File: src/rtl/huffman_priority_queue.sv
// Sorted slot array (ascending frequency) between the frequency counter and the Huffman tree builder.
// Define HUFFMAN_PQ_POP2_EN to expose slot[1] (next_*) and a single-cycle two-entry pop (pop2_req).
module huffman_priority_queue #(
    parameter int DEPTH  = 16,
    parameter int SYM_W  = 9,
    parameter int FREQ_W = 32,
    parameter int CNT_W  = $clog2(DEPTH + 1)
) (
    input  logic              clk,
    input  logic              ctrl_reset,
    input  logic              ctrl_clear,
    input  logic              ins_valid,
    output logic              ins_ready,
    input  logic [SYM_W-1:0]  ins_sym,
    input  logic              ins_leaf,
    input  logic [FREQ_W-1:0] ins_freq,
    input  logic              pop_req,
    output logic              head_valid,
    output logic [SYM_W-1:0]  head_sym,
    output logic              head_leaf,
    output logic [FREQ_W-1:0] head_freq,
`ifdef HUFFMAN_PQ_POP2_EN
    input  logic              pop2_req,
    output logic              next_valid,
    output logic [SYM_W-1:0]  next_sym,
    output logic              next_leaf,
    output logic [FREQ_W-1:0] next_freq,
`endif
    output logic [CNT_W-1:0]  count,
    output logic              underflow
);
    typedef struct packed {
        logic              vld;
        logic [SYM_W-1:0]  sym;
        logic              leaf;
        logic [FREQ_W-1:0] freq;
    } slot_t;

    slot_t [DEPTH-1:0] slots, slotsNxt, shifted, below;
    slot_t [DEPTH+1:0] ext;
    slot_t             newEntry;
    logic  [DEPTH+1:0] le;
    logic  [DEPTH-1:0] leS, leBelow;
    logic  [1:0]       shiftAmt;
    logic              insFire, popFire, underflowSet;

    assign ins_ready = (count != CNT_W'(DEPTH));
    assign insFire   = ins_valid && ins_ready;
    assign popFire   = pop_req && (count != '0);
    assign newEntry  = '{vld: 1'b1, sym: ins_sym, leaf: ins_leaf, freq: ins_freq};

`ifdef HUFFMAN_PQ_POP2_EN
    logic pop2Fire;
    assign pop2Fire     = pop2_req && (count >= CNT_W'(2));
    assign shiftAmt     = pop2Fire ? 2'd2 : (popFire ? 2'd1 : 2'd0);
    assign underflowSet = pop2_req ? (count < CNT_W'(2)) : (pop_req && (count == '0));
    assign next_valid   = (count >= CNT_W'(2));
    assign next_sym     = slots[1].sym;
    assign next_leaf    = slots[1].leaf;
    assign next_freq    = slots[1].freq;
`else
    assign shiftAmt     = {1'b0, popFire};
    assign underflowSet = pop_req && (count == '0);
`endif

    assign head_valid = slots[0].vld;
    assign head_sym   = slots[0].sym;
    assign head_leaf  = slots[0].leaf;
    assign head_freq  = slots[0].freq;

    // Pop is a shift down by shiftAmt; a same-cycle insert then lands stably in the shifted view.
    // le is a contiguous prefix because valid slots are contiguous and sorted.
    always_comb begin
        ext = '0;
        ext[DEPTH-1:0] = slots;
        for (int i = 0; i < DEPTH + 2; i++)
            le[i] = ext[i].vld && (ext[i].freq <= ins_freq);
        for (int i = 0; i < DEPTH; i++) begin
            shifted[i] = ext[i + int'(shiftAmt)];
            leS[i]     = le[i + int'(shiftAmt)];
        end
        below      = '0;
        leBelow    = '0;
        leBelow[0] = 1'b1;
        for (int i = 1; i < DEPTH; i++) begin
            below[i]   = shifted[i-1];
            leBelow[i] = leS[i-1];
        end
        slotsNxt = shifted;
        if (insFire) begin
            for (int i = 0; i < DEPTH; i++)
                if (!leS[i])
                    slotsNxt[i] = leBelow[i] ? newEntry : below[i];
        end
    end

    always_ff @(posedge clk or posedge ctrl_reset) begin
        if (ctrl_reset) begin
            slots     <= '0;
            count     <= '0;
            underflow <= 1'b0;
        end else if (ctrl_clear) begin
            slots     <= '0;
            count     <= '0;
            underflow <= 1'b0;
        end else begin
            slots <= slotsNxt;
            count <= count + CNT_W'(insFire) - CNT_W'(shiftAmt);
            if (underflowSet)
                underflow <= 1'b1;
        end
    end
endmodule

File: config.mk
export PLATFORM = sky130hd
export DESIGN_NAME = huffman_priority_queue
export DESIGN_NICKNAME = d
export VERILOG_FILES = /design/src/rtl/huffman_priority_queue.sv
export SDC_FILE = /design/constraint.sdc
export NUM_CORES = 2
export LEC_CHECK = 0
export CAP_MARGIN = 20
export CELL_PAD_IN_SITES_DETAIL_PLACEMENT = 1
export CELL_PAD_IN_SITES_GLOBAL_PLACEMENT = 2
export CORE_MARGIN = 1.5
export CORE_UTILIZATION = 41
export CTS_CLUSTER_DIAMETER = 60
export DETAILED_ROUTE_END_ITERATION = 10
export MAX_ROUTING_LAYER = met4
export PLACE_DENSITY_LB_ADDON = 0.15
export SYNTH_ARGS = -nofsm -noshare
export SYNTH_HDL_FRONTEND = slang
export SYNTH_SLANG_ARGS = --single-unit
File: constraint.sdc
create_clock -name clk -period 32.5 [get_ports clk]
set_input_delay 9.75 -clock clk [delete_from_list [all_inputs] [get_ports clk]]
set_output_delay 9.75 -clock clk [all_outputs]
set_load 0.1 [all_outputs]
==> impl_metrics.yaml <==
outcome:
  outcome: "finished, final reports clean"
timing:
  slew_headroom_pct: 27.7
  tightestPinTransition_ns: 1.08
  finalHoldViolCount: 0
  layout_min_cycle_time_ns: 14.71
  max_freq_mhz: 68.0
  fin_crit_sh_pct: 45.3
  setup_tns_ns: 0
  setup_viol: 0
  final_max_slew_viol_count: 0
  skew_ns: 0.0163
  rsz0062_at_grt: "no"
clocking:
  cts_tree: "done"
  cts_root_buffer: "clkbuf_16"
  clk_path_buf_depth: 3
  post-cts-setup-buffer-count: 0
  htree_num_levels: 3
  clk_pin_slew_ns: 0.06
  cts_hold_buf: 0
  cts_sinks: 694
  clkLatencyLatePin_ns: 0.73
  cts_buffers: 111
  cts_resized: 0
power_and_ir_drop:
  ir_drop_v: 0.0000563
  p_leak_nw: 29.8
  powerDensity_nw_per_um2: 82.0
logic_synthesis:
  syn_avg_cell_area_um2: 8.74
  syn-num-nets: 6513
  ys_types: 70
  synth.largest_area_cell: "dfrtp_1"
  synth_seq_cells: 694
  synth_top_area_share_pct: 33.4
  muxShareOfSynthArea_pct: 12.3
  synth_ff_type: "dfrtp_1"
  synth-adder-area-share_pct: 12.5
  yosysWarnings: 0
  synth_area_um2: 52000
  ys_async_sr_fraction_pct: 100
  seq_area_frac_synth_pct: 33.4
  synth.area.top_cells: "dfrtp_1 33%, ha_1 12%, mux2i_1 12%"
  synth-xor-area-share_pct: 0.0506
  syn_inst: 5947
  synth_top_family_by_area: "compound AO/OA/AOI/OAI gates"
  synth_compound_area_share_pct: 19.9
  yosys.area_share.simple_pct: 17.0
  synth_edf_count: 0
worst_setup_path:
  r2r_slack_ns: 26.62
  crit_fanout: 44
  start_kind: "input port"
  cp-end-kind: "register"
  crit_type: "in -> reg"
  critPathRequiredTime_ns: 33.09
  critPathArrivalTime_ns: 15.30
layout:
  nets: 6373
  syn_to_final_growth_pct: 12.4
  n_fill_cell: 14404
  fin_area_um2: 58400
  drive_gt1_share_pct: 6.79
  seq_area_um2: 17400
  multiInputGateArea_um2: 32500
detailed_routing:
  drt-pass1-iter-count: 5
  drtIter0Drc: 2621
  drc: 0
  routed_wl_um: 186000
  wl_per_cell_um: 24.6
  vias_per_cell: 6.21
  antenna_left: 0
  vias: 46962
global_route:
  grt_usage_pct: 29.5
  antenna_found_initial: 2
  grt_max_degree: 140
  grt_overflow: 0
  grt_pass1_wl_um: 297000
  grt_pass1_vias: 50732
floorplan:
  fp.dieH_um: 359
  ios: 97
  initial_core_util_pct: 41.3
  dieArea_um2: 129000
  die_w_um: 359
  core_area_um2: 126000
  row_count: 130
place:
  gp_congestion: 0.859
  place_area_um2: 54400
  dp.final_hpwl_um: 132000
  io_buffer_count: 96
run:
  cap_viol_max_count: 0
worst_hold_path:
  hold_path_class: "reg -> reg"
[power breakdown]
part | internal [W] | switching (W)
Clock | 0.000792 | 0.000505
Combinational | 0.000778 | 0.00144
Sequential | 0.00106 | 0.000219
[layer usage]
layer	wire, um	share of wire (%)	track usage, %
met1	83800	45	37.1
met3	4790	2.6	2.85
met4	5730	3.1	8.66
met2	92000	49	50.2
met5	0	0	-
[final cells by class]
class	instances	area share [%]
diodes	3	0.0128
clock buffers	129	5.10
clock inverters	81	1.71
inverters	97	0.651
multi-input cells	4661	55.5
flip-flops and latches	694	29.7
well taps	1650	3.53
repair buffers	242	3.75
[Yosys cell counts (91+ instances only)]
master / instances
a21oi_1: 324
clkbuf_1: 328
dfrtp_1: 694
ha_1: 518
inv_1: 95
mux2i_1: 637
nand2_1: 1529
nand4_1: 113
nor2_1: 91
o21ai_0: 103
o22ai_1: 170
o2bb2ai_1: 253
[critical path, stage by stage]
cell and delay (ns):
clkdlybuf4s50_1 0.96, inv_1 0.39, buf_4 0.31, ha_1 0.31, nand4_1 0.15, nor4_1 0.83
nand4_1 0.30, and3_1 0.27, a32oi_1 0.20, nand3_2 0.08, buf_4 0.37, nand2_1 0.80
buf_4 0.43, o2bb2ai_1 0.11
[flip-flops by register name (all words and copies together), names as in the netlist]
name	cells
head_valid	1
head_sym	9
head_leaf	1
head_freq	32
underflow	1
count	5
ext	645
[cell families after synthesis]
logic type      Yosys count
mux                     637
xor+xnor                  3
fa+ha+maj               519
buf+inv                 592
simple gates           2081
flops                   694
compound gates         1421
[per-stage QoR]
step                      instances  hold WS (ns)  worst slack, ns  util (%)  total power, W
after floorplan                5947         0.500             3.29         -         0.00286
after detailed placement       7341         0.495            17.17      43.3         0.00348
final                          7557         0.505            17.79      46.5         0.00479
after global placement         7338         0.487            17.19      43.2         0.00343
after CTS                      7551         0.510            17.92      46.4         0.00480
after global routing           7556         0.532            17.58      46.5         0.00509
[layout by cell type (no fill, tap or decap), types with 89 or more instances in the layout]
cell type	synthesis	layout
nor2_1	91	89
buf_4	45	138
clkbuf_16	0	113
ha_1	518	518
inv_1	95	93
clkdlybuf4s50_1	0	95
nand2_1	1529	1529
mux2i_1	637	633
dfrtp_1	694	694
a21oi_1	324	319
o22ai_1	170	170
o2bb2ai_1	253	253
o21ai_0	103	102
nand4_1	113	113
[path summary, 6_finish.rpt]
kind / startpoint / endpoint / depth (start not counted)
setup / recovery: ins_freq[28] / ext[186] / 14
hold / removal: underflow / underflow / 2
setup reg to reg: count[2] / ext[346] / 13
hold reg to reg: underflow / underflow / 2
max in group asynchronous: ctrl_reset / ext[124] / 5
min in group asynchronous: ctrl_reset / ext[651] / 2
Note: power is estimated with default switching activity, not from simulation.
